## src/rtl/instruction_cache.sv

```systemverilog
// Read-only, direct-mapped instruction cache: 8 blocks x 16 bytes over a 10-bit fetch address.
// A miss stalls the CPU, fetches the whole block from instruction memory, then replays the lookup.
module instruction_cache (
    input  logic         clk,
    input  logic         reset,
    input  logic [31:0]  pc,
    output logic [31:0]  instruction,
    output logic         busywait,
    output logic         mem_read,
    output logic [5:0]   mem_address,
    input  logic [127:0] mem_readdata,
    input  logic         mem_busywait
);

    typedef enum logic [1:0] {IDLE, FETCH, FILL} state_t;

    state_t       state, state_nxt;
    logic [127:0] data_arr [8];
    logic [2:0]   tag_arr  [8];
    logic [7:0]   valid;
    logic [5:0]   miss_addr;

    logic [2:0]   pc_tag;
    logic [2:0]   pc_idx;
    logic [1:0]   pc_off;
    logic         hit;
    logic         fill_we;
    logic         unused_pc_bits;

    assign pc_tag         = pc[9:7];
    assign pc_idx         = pc[6:4];
    assign pc_off         = pc[3:2];
    assign unused_pc_bits = ^{pc[31:10], pc[1:0]};

    assign hit     = valid[pc_idx] && (tag_arr[pc_idx] == pc_tag);
    assign fill_we = (state == FETCH) && !mem_busywait;

    // Word select reads only the array, so returned memory data reaches instruction one cycle later.
    always_comb begin
        instruction = 32'h0;
        case (pc_off)
            2'd0:    instruction = data_arr[pc_idx][31:0];
            2'd1:    instruction = data_arr[pc_idx][63:32];
            2'd2:    instruction = data_arr[pc_idx][95:64];
            default: instruction = data_arr[pc_idx][127:96];
        endcase
    end

    always_ff @(posedge clk or posedge reset) begin
        if (reset) begin
            state     <= IDLE;
            valid     <= 8'h00;
            miss_addr <= 6'h00;
        end else begin
            state <= state_nxt;
            if (state == IDLE && !hit)
                miss_addr <= pc[9:4];
            if (fill_we)
                valid[miss_addr[2:0]] <= 1'b1;
        end
    end

    // Data and tags carry no reset; the valid bits alone decide whether they mean anything.
    always_ff @(posedge clk) begin
        if (fill_we) begin
            data_arr[miss_addr[2:0]] <= mem_readdata;
            tag_arr[miss_addr[2:0]]  <= miss_addr[5:3];
        end
    end

    always_comb begin
        state_nxt   = state;
        busywait    = 1'b0;
        mem_read    = 1'b0;
        mem_address = 6'h00;
        case (state)
            IDLE: begin
                if (!hit) begin
                    busywait  = 1'b1;
                    state_nxt = FETCH;
                end
            end
            FETCH: begin
                busywait    = 1'b1;
                mem_read    = 1'b1;
                mem_address = miss_addr;
                if (!mem_busywait)
                    state_nxt = FILL;
            end
            FILL: begin
                busywait  = 1'b1;
                state_nxt = IDLE;
            end
            default: state_nxt = IDLE;
        endcase
        if (reset)
            busywait = 1'b0;
    end

endmodule

```

## config.mk

```make
export PLATFORM = sky130hd
export DESIGN_NAME = instruction_cache
export DESIGN_NICKNAME = d
export VERILOG_FILES = /design/src/rtl/instruction_cache.sv
export SDC_FILE = /design/constraint.sdc
export NUM_CORES = 1
export LEC_CHECK = 0
export CORE_MARGIN = 10
export CORE_UTILIZATION = 44
export CTS_CLUSTER_DIAMETER = 200
export CTS_CLUSTER_SIZE = 10
export DETAILED_ROUTE_END_ITERATION = 12
export GPL_TIMING_DRIVEN = 0
export SETUP_SLACK_MARGIN = 0.02
export SYNTH_ARGS = -nofsm -noshare
export SYNTH_HDL_FRONTEND = slang
export SYNTH_SLANG_ARGS = --single-unit
```

## constraint.sdc

```tcl
create_clock -name clk -period 30 [get_ports clk]
set_clock_uncertainty 0.2 [all_clocks]
set_input_delay 7.5 -clock clk [delete_from_list [all_inputs] [get_ports clk]]
set_output_delay 7.5 -clock clk [all_outputs]
set_load 0.05 [all_outputs]
```

Word-level counts from Yosys, hierarchy flattened. Memory sizes are Yosys's and may differ from the RTL's. Cells that the tools add are included.

Word-level logic and storage cells: 41. Memory bits (writable): 1048. Output and inout port bits: 40. Bits of input ports: 163. Memories kept: 2. Register bits: 16.

Memory list: data_arr (depth 8, width 128, rd ports 1, clocked after memory_dff 0, write ports 1, RTL line 18) `logic [127:0] data_arr [8];`; tag_arr (depth 8, width 3, rd ports 1, clocked after memory_dff 0, write ports 1, RTL line 19) `logic [2:0] tag_arr [8];`.

Bitwise gates (word level): 1. Reduce and logical (&&, ||, !) cells: 10. Order comparisons: 3. Equal/unequal tests: 7. Mux-type cells: 15.

Operator list (count): 32-bit one-hot mux with 3 select lines (1); 3-bit by 4-bit less-than comparator with 1-bit output (second input constant) (2); 8-bit OR (1); 1-bit 2-to-1 mux (7); 6-bit 2-to-1 mux (1); 2-bit by 1-bit == test with 1-bit output (second input constant) (2); 2-bit == test (second input constant) (2); 1-bit logical AND (4); 2-bit logical NOT (2); 2-bit 2-to-1 mux (2); 2-bit inequality test (second input constant) (2); 2-bit one-hot mux with 2 select lines (1); 1-bit binary-select mux with 3-bit select (1); 1-bit demux with 3-bit select (1); 3-bit == test (1); 3-bit by 1-bit greater-or-equal comparator with 1-bit output (second input constant) (1); 1-bit logical NOT (2); 1-bit one-hot mux with 2 select lines (1); 2-bit AND reduction (1); 2-bit OR reduction (1).

Depth between registers and ports, before layout. Gate-level depths: netlist of run 1.

Word-level depth: 6. Mapped depth: 9. Mapped depth without buffers: 6.

Worst setup path before layout of run 1. Ideal clock, no wire load.

Path type: in2reg. Start point: input mem_busywait. End point: memory data_arr[2][0] (enable). Arrival time: 20.706 ns. Data required time: 28.810 ns. Path slack: 8.103 ns. Path buffers: 0. Setup time: 0.990 ns. Cell stages on the path: 1. Cell sequence: nor4b_1.

Cells in the longest elaborated chain, start to end: 4.

Ends and longest elaborated chain: start, declared (RTL line 12) `input logic mem_busywait`; 1-bit logical NOT; 1-bit logical AND (RTL line 36) `assign fill_we = (state == FETCH) && !mem_busywait;`; 1-bit 2-to-1 mux (RTL line 65) `if (fill_we) begin`; 1-bit 2-to-1 mux (not written as such) (RTL line 66) `data_arr[miss_addr[2:0]] <= mem_readdata;`; end, declared (RTL line 18).

No other way between the ends.

Worst setup path in the final report of run 1.
Start point: input pc[5]. End point: output instruction[8].

Cells in the longest elaborated chain, start to end: 2.

Ends and longest elaborated chain: start, declared (RTL line 6) `input logic [31:0] pc,`; memory 8 x 128 bit; 32-bit one-hot mux with 3 select lines (RTL line 41) `case (pc_off)`; end, declared (RTL line 7) `output logic [31:0] instruction,`.

No other way between the ends.

==> reports/qor.csv, run 1 <==
stage,metric,value,unit
timing,Slew headroom,0.2381,
timing,Min Hold Slack,0.2643,ns
synthesis,Most used DFF post-synth,edfxtp_1,
clock_tree,Hold Buf Count CTS,0,
clock_tree,CTS Buf Count,116,
clock_tree,Skew-Pair Late Insertion Delay,0.68,ns
layout,final core utilization,0.5297,
layout,share of cells above drive strength 1,0.2693,
route,DR WL/cell,29.88,um
synthesis,Post-synth EDFFs,1048,
job,max_cap viols,0,
worst_setup_path,CP endpoint kind,output port,
timing,Tmin final,20.02,ns
timing,fmax,49.95,MHz
floorplanning,# rows,111,
route,DRC Markers,0,
clock_tree,CTS resizes,0,
global_route,total track usage,0.1932,
floorplanning,die area,0.1050,mm^2
synthesis,Syn Nets,1916,
synthesis,synthesized instance count,1749,
clock_tree,clock slew at reported path FFs,0.05,ns
synthesis,share of the synthesized area in the top cell type,0.7734,
global_route,largest net degree at the start of global routing,25,
pwr,Max IR drop VDD,61.61,uV
timing,setup TNS,0,ns
place,RePlAce Congestion,0.7467,
place,hpwl dp,71970,um
timing,period utilisation layout,0.6674,
floorplanning,initial core utilization,0.4439,
worst_setup_path,R2R setup slack,26.40,ns
route,initial drt markers,1921,
worst_setup_path,critical path launch point type,primary input,
global_route,vias in the first global route,20490,
synthesis,Post-Synthesis Cell Area,0.04069,mm^2
global_route,first-pass GRT wire length,145000,um
hold_path,min-delay worst type,flop to flop,
synthesis,Synth Register Bits,1064,
clock_tree,Longest Clk Path Bufs,3,
synthesis,"FFs w/ async S/R, synth",0.01504,
global_route,initial antenna violation count,31,
timing,endpoints failing setup,0,
pwr,PwrDens,70.98,mW/mm^2
route,ANT nets after route,0,
synthesis,unique cell type count in the Yosys netlist,37,
route,final WL,101700,um
clock_tree,root buf cell,clkbuf_16,
timing,pins over their slew limit,0,
layout,"most common cell after layout, fill and taps aside",edfxtp_1,
synthesis,Syn. warnings,0,
layout,Final Cell Area,0.04855,mm^2
floorplanning,Die Wd,324.1,um
clock_tree,htree depth,3,
synthesis,sequential area share after synthesis,0.7832,
pwr,total power,3.446,mW
synthesis,largest cells by area after synthesis,"edfxtp_1, mux4_2, mux2i_1",
place,count of input and output buffers,177,
clock_tree,CTS tree,built,
route,total number of vias,19702,
synthesis,Mean Syn Cell Area,23.27,um^2
place,dpl cells,3264,
clock_tree,number of setup buffers added after CTS,0,
synthesis,Yosys top cell by area,edfxtp_1,
floorplanning,I/O pins,203,
worst_setup_path,critical path class,primary input to output port,
place,pre-CTS setup slack,10.04,ns
layout,post-route insts no fill,3403,
status,outcome,finished clean,
clock_tree,CTS sink cnt,1064,
timing,"Worst Setup Slack, final",9.978,ns
timing,RSZ-0062 raised after global routing,false,
floorplanning,Die Ht,324.1,um
worst_setup_path,"critical path fanouts, max",10,
route,1st-pass router iterations,5,
worst_setup_path,Crit path arrival time,12.32,ns
layout,most frequent cells in the layout,"edfxtp_1, mux4_2, clkdlybuf4s50_1, clkbuf_16, mux2i_1",
place,dpl cell area,0.04546,mm^2
timing,final-report hold violation count,0,
floorplanning,CORE AREA,0.09166,mm^2
worst_setup_path,worst path required time,22.30,ns
timing,Worst Tran Pin Value,1.143,ns
layout,Layout area overhead,19.31,%
layout,Layout Nets,2363,
pwr,Pleak,15.81,nW
route,vias per cell,5.790,
global_route,GRT Residual Overflow,0,
[report_power, final]
part	leakage [nW]	internal, mW	switching, mW
registers	9.63	1.77	0.0299
clock network	1.51	0.690	0.529
logic	4.67	0.168	0.263
total	15.8	2.62	0.822
[cells by family after synthesis]
group	synth area share
xor+xnor	0.0004306
flops	0.7832
fa+ha+maj	0.001230
mux	0.1758
simple gates	0.01132
compound gates	0.01630
buf+inv	0.01175
[per-layer routing]
layer	vias to the layer above	part of all wire	GRT usage
met2	665	0.48	0.3026
met5	-	0.0023	0
met1	10515	0.40	0.2549
met4	40	0.034	0.06730
li1	8289	-	-
met3	193	0.088	0.05981
[final cells by class]
| cell class | count | area (um^2) |
|---|---|---|
| Inverter | 7 | 26.28 |
| Timing Repair Buffer | 329 | 3236 |
| Tap cell | 1186 | 1484 |
| Antenna cell | 4 | 10.01 |
| Buffer | 96 | 451.7 |
| Multi-Input combinational cell | 582 | 8393 |
| Clock inverter | 7 | 110.1 |
| Fill cell | 7070 | 43110 |
| Clock buffer | 128 | 2969 |
| Sequential cell | 1064 | 31870 |
[worst paths after layout]
| check | start | cells past startpoint | to |
|---|---|---|---|
| worst max-delay path | pc[5] | 10 | instruction[8] |
| max in group asynchronous | reset | 2 | miss_addr[1] |
| min in group asynchronous | reset | 2 | miss_addr[3] |
| worst min-delay path | valid[3] | 1 | valid[3] |
| worst max register to register | state[1] | 10 | data_arr[2][69] |
| worst min register to register | valid[3] | 1 | valid[3] |
[flip-flops by register name (all words and copies together) (netlist names)]
name	cells
miss_addr	6
tag_arr	24
data_arr	1024
valid	8
state	2
[critical path, cell delays in order]
cell,delay (ns)
clkdlybuf4s50_1,0.64
buf_2,0.35
buf_2,0.42
clkbuf_1,0.62
mux4_2,0.40
mux2i_1,0.50
o22ai_1,0.31
nor3_1,0.69
a21oi_1,0.12
clkdlybuf4s50_1,0.75
[synthesized netlist by cell type, types with 9 or more instances]
cell and instances:
nor2_1 17, mux2i_1 116, buf_2 37, nor2b_1 19
dfrtp_1 16, buf_1 15, or2_1 9, mux4_2 262
nor3_1 16, o22ai_1 32, a211o_1 18, buf_4 10
a21oi_1 52, edfxtp_1 1048, clkbuf_1 33
Power figures use the tool's default switching activity.
==> run 2: changes to the inputs <==
- clock period: 30 -> 16.95 ns (I/O delays scaled with it)
==> reports/qor.csv, run 2 (synthesis results as in run 1) <==
stage,metric,value,unit
status,outcome,finished clean,
route,vias per cell,5.788,
job,max_cap viols,0,
route,1st-pass router iterations,5,
worst_setup_path,CP endpoint kind,output port,
route,DRC Markers,0,
timing,endpoints failing setup,0,
place,pre-CTS setup slack,3.535,ns
worst_setup_path,CP endpoint,instruction[22],
layout,max reg flops,1024,
clock_tree,CTS Buf Count,116,
place,count of input and output buffers,177,
hold_path,min-delay worst type,flop to flop,
pwr,Pleak,15.67,nW
layout,Layout Nets,2317,
worst_setup_path,FF-to-FF End,data_arr[4][26],
route,final WL,101400,um
pwr,PwrDens,125.8,mW/mm^2
floorplanning,Die Ht,324.1,um
global_route,GRT Residual Overflow,0,
place,hpwl dp,71020,um
worst_setup_path,slowest CP cell,clkdlybuf4s50_1,
route,initial drt markers,1842,
floorplanning,# rows,111,
clock_tree,CTS tree,built,
route,DR WL/cell,30.17,um
timing,fmax,74.55,MHz
timing,Tmin final,13.41,ns
worst_setup_path,critical path class,primary input to output port,
floorplanning,Die Wd,324.1,um
floorplanning,initial core utilization,0.4439,
place,dpl cells,3218,
route,ANT nets after route,0,
worst_setup_path,critical path launch point type,primary input,
global_route,largest net degree at the start of global routing,24,
route,total number of vias,19460,
worst_setup_path,"critical path fanouts, max",10,
global_route,first-pass GRT wire length,146400,um
worst_setup_path,Worst Setup SP,pc[5],
layout,share of cells above drive strength 1,0.2538,
timing,final-report hold violation count,0,
global_route,vias in the first global route,20188,
worst_setup_path,critical path's largest stage delay,0.87,ns
clock_tree,Hold Buf Count CTS,0,
worst_setup_path,CP Depth,10,
timing,period utilisation layout,0.7914,
global_route,total track usage,0.1951,
place,RePlAce Congestion,0.7448,
clock_tree,root buf cell,clkbuf_16,
layout,post-route insts no fill,3362,
floorplanning,die area,0.1050,mm^2
clock_tree,Longest Clk Path Bufs,3,
worst_setup_path,Buf/Inv on CP,5,
worst_setup_path,"delay-heaviest family, CP",buffers and inverters,
clock_tree,htree depth,3,
timing,pins over their slew limit,0,
timing,Min Hold Slack,0.2609,ns
clock_tree,clock slew at reported path FFs,0.05,ns
hold_path,Min-Delay Path Depth,1,
worst_setup_path,Crit path arrival time,8.98,ns
timing,RSZ-0062 raised after global routing,false,
timing,"Worst Setup Slack, final",3.535,ns
timing,Slew headroom,0.2112,
timing,Worst Tran Pin Value,1.183,ns
worst_setup_path,worst path required time,12.51,ns
worst_setup_path,reg2reg path depth,11,
pwr,Max IR drop VDD,96.97,uV
floorplanning,CORE AREA,0.09166,mm^2
clock_tree,number of setup buffers added after CTS,0,
timing,setup TNS,0,ns
worst_setup_path,R2R setup slack,13.26,ns
worst_setup_path,CP cell instances,clkdlybuf4s50_1 -> buf_2 -> buf_2 -> clkbuf_1 -> mux4_2 -> mux2i_1 -> o22ai_1 -> a21oi_1 -> a21oi_1 -> clkdlybuf4s50_1,
clock_tree,CTS resizes,0,
clock_tree,Skew-Pair Late Insertion Delay,0.68,ns
global_route,initial antenna violation count,29,
layout,"most common cell after layout, fill and taps aside",edfxtp_1,
clock_tree,CTS sink cnt,1064,
floorplanning,I/O pins,203,
worst_setup_path,reg-to-reg critical path startpoint,state[1],
layout,Layout area overhead,19.53,%
layout,most frequent cells in the layout,"edfxtp_1, mux4_2, clkdlybuf4s50_1, mux2i_1, clkbuf_16",
[run 2: changes by cell type in the layout (fill, tap and decap cells not counted), sizes merged]
cell    previous run  this run
diode              4         9
clkinv             3         6
clkbuf           161       160
buf              215       169
inv               11         9
[run 2: layout make-up]
type | instances | area, um^2
Fill cell | 7005 | 43030
Sequential cell | 1064 | 31870
Multi-Input combinational cell | 582 | 8428
Timing Repair Buffer | 283 | 3223
Clock buffer | 127 | 2944
Tap cell | 1186 | 1484
Buffer | 96 | 451.7
Clock inverter | 8 | 187.7
Inverter | 7 | 26.28
Antenna cell | 9 | 22.52
[run 2: worst min path at each step]
stage               slack, ns        to      from
finish                   0.26  valid[7]  valid[7]
global route             0.28  valid[5]  valid[5]
CTS                      0.27  valid[7]  valid[7]
detailed placement       0.25  valid[5]  valid[5]
global placement         0.24  valid[5]  valid[5]
floorplan                0.23  valid[4]  valid[4]
[run 2: power breakdown]
| group | leakage [nW] | switching, mW | internal, mW | total, mW |
|---|---|---|---|---|
| Sequential | 9.63 | 0.0556 | 3.12 | 3.18 |
| Combinational | 4.52 | 0.466 | 0.301 | 0.767 |
| Clock | 1.52 | 0.953 | 1.22 | 2.17 |
[run 2: metrics by stage]
stage                       util  total power, mW  instance area [um^2]
final                     0.5306            6.118                 48640
after CTS                 0.5304            6.176                 48620
after global routing      0.5305            6.329                 48620
after global placement    0.4797            4.015                 43970
after detailed placement  0.4962            4.011                 45480
after floorplan                -            3.669                 40720
[run 2: routing by layer]
layer / routed length, um / vias up / track usage
met5: 225 / - / 0
li1: - / 8198 / -
met4: 2490 / 38 / 0.04935
met3: 7764 / 183 / 0.05570
met2: 49590 / 595 / 0.3130
met1: 41350 / 10446 / 0.2616
